--- src/rtl/serial_adder_pkg.sv ---
// Shared definitions for the serial add/subtract unit: FSM state encoding
// and the digit-counter sizing rule.
package serial_adder_pkg;

  // Two-bit state encoding for the control FSM
  typedef enum logic [1:0] {
    S_IDLE = 2'd0,
    S_RUN  = 2'd1,
    S_DONE = 2'd2
  } state_e;

  // Counter width for N digits: one spare bit so the value N itself fits
  function automatic int cnt_width(input int n);
    return $clog2(n) + 1;
  endfunction

endpackage

--- src/rtl/serial_adder_digit_adder.sv ---
// DIGIT-bit combinational ripple adder built from full_adder cells.
// Besides the carry out it exposes the carry into its top bit, which the
// top level uses to form the signed-overflow flag on the final digit.

module full_adder (
  input  logic x,
  input  logic y,
  input  logic ci,
  output logic s,
  output logic co
);
  assign s  = x ^ y ^ ci;
  assign co = (x & y) | (ci & (x ^ y));
endmodule

module digit_adder #(
  parameter int DIGIT = 1
) (
  input  logic [DIGIT-1:0] x,
  input  logic [DIGIT-1:0] y,
  input  logic             ci,
  output logic [DIGIT-1:0] s,
  output logic             co,
  output logic             cmsb
);
  // c[i] is the carry into bit i; c[DIGIT] leaves the digit
  logic [DIGIT:0] c;

  assign c[0] = ci;

  for (genvar i = 0; i < DIGIT; i++) begin : g_fa
    full_adder u_fa (
      .x  (x[i]),
      .y  (y[i]),
      .ci (c[i]),
      .s  (s[i]),
      .co (c[i+1])
    );
  end

  assign co   = c[DIGIT];
  assign cmsb = c[DIGIT-1];
endmodule

--- src/rtl/serial_adder.sv ---
// Multi-cycle add/subtract unit. Operands are captured on start, then
// consumed DIGIT bits per clock LSB first; the result digits are shifted
// into the top of a partial-sum register so that after N = WIDTH/DIGIT
// steps the register holds the full sum. Subtraction is a + ~b + 1, with
// the +1 injected as the initial carry.
module serial_adder
  import serial_adder_pkg::*;
#(
  parameter int WIDTH = 8,
  parameter int DIGIT = 1
) (
  input  logic             clk,
  input  logic             rst,
  input  logic             start,
  input  logic             sub,
  input  logic [WIDTH-1:0] a,
  input  logic [WIDTH-1:0] b,
  output logic             busy,
  output logic             done,
  output logic [WIDTH-1:0] sum,
  output logic             cout,
  output logic             ovf
);

  localparam int N  = WIDTH / DIGIT;
  localparam int CW = cnt_width(N);
  localparam logic [CW-1:0] LAST_CNT = CW'(N - 1);

  // Reject illegal geometries at elaboration time
  if (WIDTH < 2 || DIGIT < 1 || DIGIT > WIDTH || (WIDTH % DIGIT) != 0) begin : g_bad_param
    $error("serial_adder: illegal WIDTH=%0d / DIGIT=%0d", WIDTH, DIGIT);
  end

  state_e            state_q;
  logic [WIDTH-1:0]  opa_q, opb_q, psum_q;
  logic              carry_q;
  logic [CW-1:0]     cnt_q;
  logic              busy_q, done_q, cout_q, ovf_q;
  logic [WIDTH-1:0]  sum_q;

  // Next values of the shift registers for one RUN step
  logic [WIDTH-1:0]  opa_d, opb_d, psum_d;
  logic [DIGIT-1:0]  dsum;
  logic              dco, dcmsb;
  logic              last;

  digit_adder #(.DIGIT(DIGIT)) u_digit (
    .x    (opa_q[DIGIT-1:0]),
    .y    (opb_q[DIGIT-1:0]),
    .ci   (carry_q),
    .s    (dsum),
    .co   (dco),
    .cmsb (dcmsb)
  );

  // With a single digit the whole operand is consumed in one step, so the
  // shifted-out operands are empty and the partial sum is just the digit.
  if (DIGIT == WIDTH) begin : g_one_digit
    assign opa_d  = '0;
    assign opb_d  = '0;
    assign psum_d = dsum;
  end else begin : g_multi_digit
    assign opa_d  = {{DIGIT{1'b0}}, opa_q[WIDTH-1:DIGIT]};
    assign opb_d  = {{DIGIT{1'b0}}, opb_q[WIDTH-1:DIGIT]};
    assign psum_d = {dsum, psum_q[WIDTH-1:DIGIT]};
  end

  assign last = (cnt_q == LAST_CNT);

  // Control FSM with operand/partial-sum datapath and registered outputs
  always_ff @(posedge clk) begin
    if (rst) begin
      state_q <= S_IDLE;
      opa_q   <= '0;
      opb_q   <= '0;
      psum_q  <= '0;
      carry_q <= 1'b0;
      cnt_q   <= '0;
      busy_q  <= 1'b0;
      done_q  <= 1'b0;
      sum_q   <= '0;
      cout_q  <= 1'b0;
      ovf_q   <= 1'b0;
    end else begin
      case (state_q)
        S_IDLE: begin
          done_q <= 1'b0;
          if (start) begin
            opa_q   <= a;
            opb_q   <= sub ? ~b : b;
            carry_q <= sub;
            cnt_q   <= '0;
            psum_q  <= '0;
            busy_q  <= 1'b1;
            state_q <= S_RUN;
          end
        end
        S_RUN: begin
          opa_q   <= opa_d;
          opb_q   <= opb_d;
          psum_q  <= psum_d;
          carry_q <= dco;
          cnt_q   <= cnt_q + CW'(1);
          if (last) begin
            sum_q   <= psum_d;
            cout_q  <= dco;
            ovf_q   <= dcmsb ^ dco;
            done_q  <= 1'b1;
            state_q <= S_DONE;
          end
        end
        S_DONE: begin
          done_q  <= 1'b0;
          busy_q  <= 1'b0;
          state_q <= S_IDLE;
        end
        default: begin
          done_q  <= 1'b0;
          busy_q  <= 1'b0;
          state_q <= S_IDLE;
        end
      endcase
    end
  end

  assign busy = busy_q;
  assign done = done_q;
  assign sum  = sum_q;
  assign cout = cout_q;
  assign ovf  = ovf_q;

endmodule

--- config.mk ---
export PLATFORM = sky130hd
export DESIGN_NAME = serial_adder
export DESIGN_NICKNAME = d
export VERILOG_FILES = /design/src/rtl/serial_adder_pkg.sv /design/src/rtl/serial_adder_digit_adder.sv /design/src/rtl/serial_adder.sv
export SDC_FILE = /design/constraint.sdc
export NUM_CORES = 1
export LEC_CHECK = 0
export CAP_MARGIN = 40
export CELL_PAD_IN_SITES_DETAIL_PLACEMENT = 1
export CELL_PAD_IN_SITES_GLOBAL_PLACEMENT = 2
export CORE_ASPECT_RATIO = 1.25
export CORE_UTILIZATION = 34
export CTS_CLUSTER_SIZE = 28
export DETAILED_ROUTE_END_ITERATION = 8
export PLACE_DENSITY_LB_ADDON = 0.1
export SYNTH_ARGS = -nofsm -noshare
export SYNTH_HDL_FRONTEND = slang
export SYNTH_SLANG_ARGS = --single-unit
--- constraint.sdc ---
create_clock -name clk -period 2.86 [get_ports clk]
set_clock_uncertainty 0.15 [all_clocks]
set_input_delay 0.572 -clock clk [delete_from_list [all_inputs] [get_ports clk]]
set_output_delay 0.572 -clock clk [all_outputs]
set_load 0.02 [all_outputs]
# After elaboration in Yosys (flattened, before gate mapping)
# Index checks and enable logic that the tools add are counted.
# Widths: inputs -> output; s select.
totals:
  reg_bits: 43
  word_cells: 47
  output_inout_bits: 12
  in_bits: 20
op_classes:
  eq_ne: 4
  n_bitwise: 8
  mux: 16
  add_sub_neg: 1
  n_reduce_logical: 7
op_table:
  columns: ["op", "count"]
  rows:
  - ["$pmux 8 s2", 3]
  - ["$mux 8", 4]
  - ["$not 8->8", 1]
  - ["$pmux 4 s2", 1]
  - ["$reduce_and 2->1", 4]
  - ["$add 4x1->4 const B", 1]
  - ["$eq 4x3->1 const B", 1]
  - ["$mux 2", 2]
  - ["$mux 4", 1]
  - ["$ne 2x2->1 const B", 2]
  - ["$pmux 1 s2", 2]
  - ["$pmux 2 s2", 1]
  - ["$xor 1x1->1", 3]
  - ["$and 1x1->1", 2]
  - ["$eq 2x1->1 const B", 1]
  - ["$logic_not 2->1", 1]
  - ["$mux 1", 2]
  - ["$reduce_bool 2->1", 1]
  - ["$reduce_or 2->1", 1]
  - ["$not 1->1", 1]
  - ["$or 1x1->1", 1]

# Longest topological paths before layout
# Gate-level depths: netlist of the first run.
depth:
  ltp_word: 4
  mapped_depth: 6
  ltp_nobuf: 4

# Cells and area by module
# Synthesis of the first run repeated with hierarchy kept, for this count alone.
hier_totals:
  hier_cells: 193
  hier_area_um2: 1841.8
by_module_without_submodules:
  columns: ["module", "area_each_um2", "n_inst", "cells_per_inst"]
  rows:
  - ["serial_adder", 1814.2, 1, 191]
  - ["full_adder", 20.0, 1, 1]
  - ["digit_adder", 7.5, 1, 1]

# Least setup slack after synthesis of the first run
# Ideal clock, no wire load.
synth_path:
  kind: "input port to flip-flop"
  startpoint: "input port rst"
  endpoint: "register opb_q[6]"
  cell_stages: 4
  t_required_ns: 2.579
  slack_ns: 1.382
  path_buffers: 1
  t_arrival_ns: 1.197
  path_cell_list: "buf_2 > clkinv_1 > nand2_1 > o22ai_1"
synth_lines:
  columns: ["element", "line", "source"]
  rows:
  - ["start, declared", "serial_adder.sv:13", "input logic rst,"]
  - ["end signal, assigned", "serial_adder.sv:90", "opb_q <= sub ? ~b : b;"]
  - ["end signal, assigned", "serial_adder.sv:100", "opb_q <= opb_d;"]
  - ["end, declared", "serial_adder.sv:35", "logic [WIDTH-1:0] opa_q, opb_q, psum_q;"]

# Worst setup path after layout of the first run
layout_path:
  startpoint: "input port start"
  endpoint: "register opb_q[1]"
layout_via:
  elab_chain_cells: 2
layout_rtl:
  columns: ["element", "line", "source"]
  rows:
  - ["start, declared", "serial_adder.sv:14", "input logic start,"]
  - ["$ne 2x2->1 (no line)", null, null]
  - ["$reduce_and 2->1 (no line)", null, null]
# Every way passes these cells.
# A chain may end at the register's enable or synchronous reset.

==> impl_metrics.toml, run 1 <==
[yosys]
synth.area.top_cells = "dfxtp_1, a22oi_1, o221a_2, nor2_1, a2bb2oi_1"
synth_area_per_cell_um2 = 9.82
syn_area_um2 = 1800
postSynthCellCount = 183
synth_largest_area_cell = "dfxtp_1"
async_flop_share_pct = 0
yosysWarnings = 0
synth_ff_type = "dfxtp_1"
syn_nets = 205
synth_cell_types = 34
yosysTopAreaCellShare_pct = 46.8
ys_seq_area_share_pct = 46.8
synth_edf_count = 0
ys_ff_latch = 42

[floorplanning]
num_rows = 29
ioPinCount = 32
die_w_um = 67.0
die-area_um2 = 5580
fp.coreArea_um2 = 5080
die_h_um = 83.3
initial_utilization_pct = 35.4

[power_and_ir_drop]
power_density_nw_per_um2 = 533
total_power_mw = 1.18
power_leakage_nw = 0.775
ir_drop_mv = 0.357

[setup_path]
path_max_fanout = 19
critical_path_class = "in -> reg"
cp-start-kind = "primary input"
r2r-start = "state_q[1]"
cp.arrival_ps = 2150
crit_start = "start"
crit_required_ps = 2920
worstSetupEndpointType = "flop"

[cts]
cts-root-buf = "clkbuf_8"
cts_inserted_buffers = 5
clkTransAtPathRegs_ps = 80
clk_path_buf_depth = 2
numClockSinks = 42
cts_tree = "built"
cts-hold-fix-buffers = 0
post_cts_buffers = 0
ctsResizeCount = 0
insertion_delay_ps = 290
htree_levels = 2

[drt]
vias = 1515
drt_pre_antenna_iters = 4
drt_iter0_drc = 93
postRouteAntennaNets = 0
via_per_inst = 5.59
drt-total-wl_um = 4600
drc = 0
wl_per_cell_um = 17.0

[grt]
gr-usage-all-layers_pct = 18.5
grt_pass1_wl_um = 7710
grt_start_max_net_pins = 35
grt_pass1_vias = 1575
antenna_found_initial = 0
overflow = 0

[timing]
finalCriticalPeriod_ps = 2080
fin_tns_setup_ps = 0
whs_ps = 332
slew_violations = 0
period_share_pct = 72.8
tightest_slew_ps = 564
hold_viol_final = 0
rsz0062_at_grt = "false"
clock.fmax_mhz = 480
final-setup-viol-count = 0
setup_ws_ps = 778
max_slew_margin_pct = 62.3

[worst_hold_path]
worst_hold_path_type = "reg -> reg"
min_from = "sum[4]"

[finish]
syn_to_final_growth_pct = 23.2
nNetsFinal = 230
final_cell_mix = "dfxtp_1, clkdlybuf4s50_1, nor2_1, a22oi_1, a21oi_1"
antenna_cells = 0
stdcell_count = 271
drive_gt1_share_pct = 10.5
final_common_cell = "dfxtp_1"

[placed_design]
dpl.hpwl_um = 3130
port_buffers = 31
dp.cells = 263
preCtsSetupSlack_ps = 475
gp_congestion = 0.672

[outcome]
status = "finished clean"

[flow_run]
max-cap-violations = 0
[final timing paths]
path	endpoint	slack (ps)	depth (start not counted)
max	opb_q[1]	780	4
min reg2reg	sum[4]	330	2
max reg2reg	cnt_q[3]	1050	3
min	sum[4]	330	2
[where the power goes]
part,internal [mW],total [mW],switching [mW]
clock,0.195,0.395,0.200
combinational,0.0807,0.160,0.0792
sequential,0.609,0.625,0.0161
total,0.884,1.18,0.295
[registers in the layout, summed over array words and instances, names as in the netlist, 2 cells and up]
signal and count:
opb_q 8, sum 8, psum_q 7, opa_q 8, cnt_q 4, state_q 2
[Yosys cell counts, drive strengths merged, types with 2 or more instances]
library cell  number
nand3             11
a22oi             17
xnor2              8
nand2              2
a2bb2oi            8
nor3               4
dfxtp             42
o221a              8
o21ai              9
buf               14
nor2              21
o22ai              7
clkinv             2
a21oi             12
clkbuf             2
[through the flow]
stage               area, um2  util, %
global placement         2090     41.2
detailed placement       2120     41.8
global route             2210     43.6
floorplan                1800        -
CTS                      2210     43.6
finish                   2210     43.6
[logic make-up after synthesis]
group                    Yosys count  share of synthesized area [%]
AND/OR/NAND/NOR                   44                           11.7
buffers and inverters             18                           6.27
XOR/XNOR                           9                           4.39
adder cells (fa/ha/maj)            2                           1.81
multiplexers                       1                          0.557
AO/OA/AOI/OAI                     67                           28.5
flip-flops                        42                           46.8
[worst max-delay path, stage by stage]
cell,delay [ps]
clkdlybuf4s50_1,680
o21bai_4,550
a22oi_1,170
o22ai_1,170
[layer usage]
metal	vias up	part of all wire [%]	global-route usage, %
li1	726	-	-
met1	750	42	21.1
met2	32	53	32.5
met3	7	3.6	4.12
met4	0	1.3	6.77
met5	-	0	0
[layout make-up]
class,count,area [um2]
Sequential cell,42,841
Timing Repair Buffer,34,353
Multi-Input combinational cell,123,843
Clock buffer,7,86.3
Tap cell,62,77.6
Fill cell,575,2870
Clock inverter,1,5.00
Inverter,2,7.51
No activity file was read; power rests on OpenSTA's default activity.
==> run 2: changes to the inputs <==
- CORE_UTILIZATION: 34 -> 29
- clock period: 2.86 -> 1.8 ns (I/O delays scaled with it)
==> run 2 against run 1 <==
Routed wire length decreased by 1.8%. Cell count increased by 12%. Critical endpoint is now cout. Critical path depth decreased by 3. Critical path type is now reg -> out. Hold slack got worse by 7.4 ps. Global-route usage decreased by 3.3 points. Largest cell class unchanged. Non-clock buffer count increased by 13. Cell area increased by 7.0%. Setup slack got worse by 720 ps. First-iteration DRC count decreased by 38%. Combinational power increased by 69%.
==> impl_metrics.toml, run 2 (synthesis gave the netlist of run 1 again) <==
[cts]
htree_levels = 2
ctsResizeCount = 0
clkTransAtPathRegs_ps = 80
cts_inserted_buffers = 5
clk_path_buf_depth = 2
cts-hold-fix-buffers = 0
numClockSinks = 42
post_cts_buffers = 0
cts-root-buf = "clkbuf_8"
insertion_delay_ps = 290
cts_tree = "built"

[timing]
final-setup-viol-count = 0
clock.fmax_mhz = 573
hold_viol_final = 0
tightest_slew_ps = 445
rsz0062_at_grt = "false"
period_share_pct = 97.0
max_slew_margin_pct = 70.3
whs_ps = 324
finalCriticalPeriod_ps = 1750
slew_violations = 0

[finish]
syn_to_final_growth_pct = 31.8
final_cell_mix = "dfxtp_1, clkdlybuf4s50_1, nor2_1, a22oi_1, buf_4"
design_area_um2 = 2370
antenna_cells = 0
nNetsFinal = 243
stdcell_count = 303
drive_gt1_share_pct = 16.3
n_fill_cell = 690
final_common_cell = "dfxtp_1"

[grt]
grt_pass1_wl_um = 7760
grt_pass1_vias = 1604
grt_start_max_net_pins = 24
antenna_found_initial = 0
gr-usage-all-layers_pct = 15.3
overflow = 0

[power_and_ir_drop]
p_sw_share_pct = 23.5
switching_power_mw = 0.478
p_seq_share_pct = 48.9
power_leakage_nw = 0.883
power_density_nw_per_um2 = 860
clockPowerShare_pct = 37.8
intPower_mw = 1.56
p_comb_share_pct = 13.3
ir_drop_mv = 0.342

[setup_path]
critical_path_class = "reg -> out"
crit_required_ps = 1290
critPathTopFamily = "buffers and inverters"
path_buf_inv = 1
reg2reg_depth = 4
cp.arrival_ps = 1240
cp-start-kind = "flop"
cpMaxStageDelayCell = "clkdlybuf4s50_1"
rrSetupSlack_ps = 200
slowest_delay_ps = 600
r2r-end = "sum[7]"
cp_cell_sequence = "clkdlybuf4s50_1"
path_max_fanout = 2
worstSetupEndpointType = "primary output"
r2r-start = "cnt_q[0]"

[flow_run]
max-cap-violations = 0

[drt]
wl_per_cell_um = 14.9
drt-total-wl_um = 4520
postRouteAntennaNets = 0
via_per_inst = 5.04
vias = 1528
drc = 0
drt_pre_antenna_iters = 4
drt_iter0_drc = 58

[floorplanning]
ioPinCount = 32
initial_utilization_pct = 30.5
num_rows = 31
die_h_um = 90.0
die_w_um = 72.4
die-area_um2 = 6520
fp.coreArea_um2 = 5900

[placed_design]
gp_congestion = 0.694
port_buffers = 31
dp.cells = 296
placed_cell_area_um2 = 2250
dpl.hpwl_um = 3220

[worst_hold_path]
worst_hold_path_type = "reg -> reg"
min_from = "psum_q[1]"
holdPathEnd = "sum[0]"
holdPathStages = 2

[outcome]
status = "finished clean"
[run 2: worst max-delay path by stage]
stage | start | end | depth (start not counted)
3_3_place_gp | start | cnt_q[2] | 4
2_1_floorplan | carry_q | carry_q | 3
5_1_grt | done | done | 1
4_1_cts | busy | busy | 1
6_report | cout | cout | 1
3_5_place_dp | start | cnt_q[2] | 4
[run 2: per-stage QoR]
step                      setup WS (ps)  power [mW]  setup TNS, ps  util (%)
after global placement            -46.9        1.29          -46.9      38.2
final                              54.6        2.04              0      40.2
after detailed placement          -92.6        1.29           -314      38.2
after floorplan                     374        1.18              0         -
after CTS                          34.1        2.07              0      40.1
after global routing               12.7        2.14              0      40.2
[run 2: final cells by class]
class | instances | area [um2] | area share [%]
clock buffers | 6 | 82.6 | 3.49
well taps | 82 | 103 | 4.33
multi-input cells | 123 | 843 | 35.6
clock inverters | 1 | 30.0 | 1.27
repair buffers | 47 | 460 | 19.4
inverters | 2 | 7.51 | 0.317
flip-flops and latches | 42 | 842 | 35.6
[run 2: power by group through the flow]
stage / clock, mW / combinational (mW) / sequential [mW]
floorplan: 0 / 0.173 / 1.01
global placement: 0 / 0.269 / 1.02
detailed placement: 0 / 0.276 / 1.02
CTS: 0.792 / 0.276 / 0.997
global route: 0.837 / 0.300 / 1.00
finish: 0.769 / 0.271 / 0.997
[run 2: per-layer routing]
layer  up-vias  GRT usage (%)  share of wire [%]
li1        754              -                  -
met1       745           17.6                 44
met2        24           26.8                 52
met3         5           3.70                2.8
met4         0           5.39                1.6
met5         -              0                  0
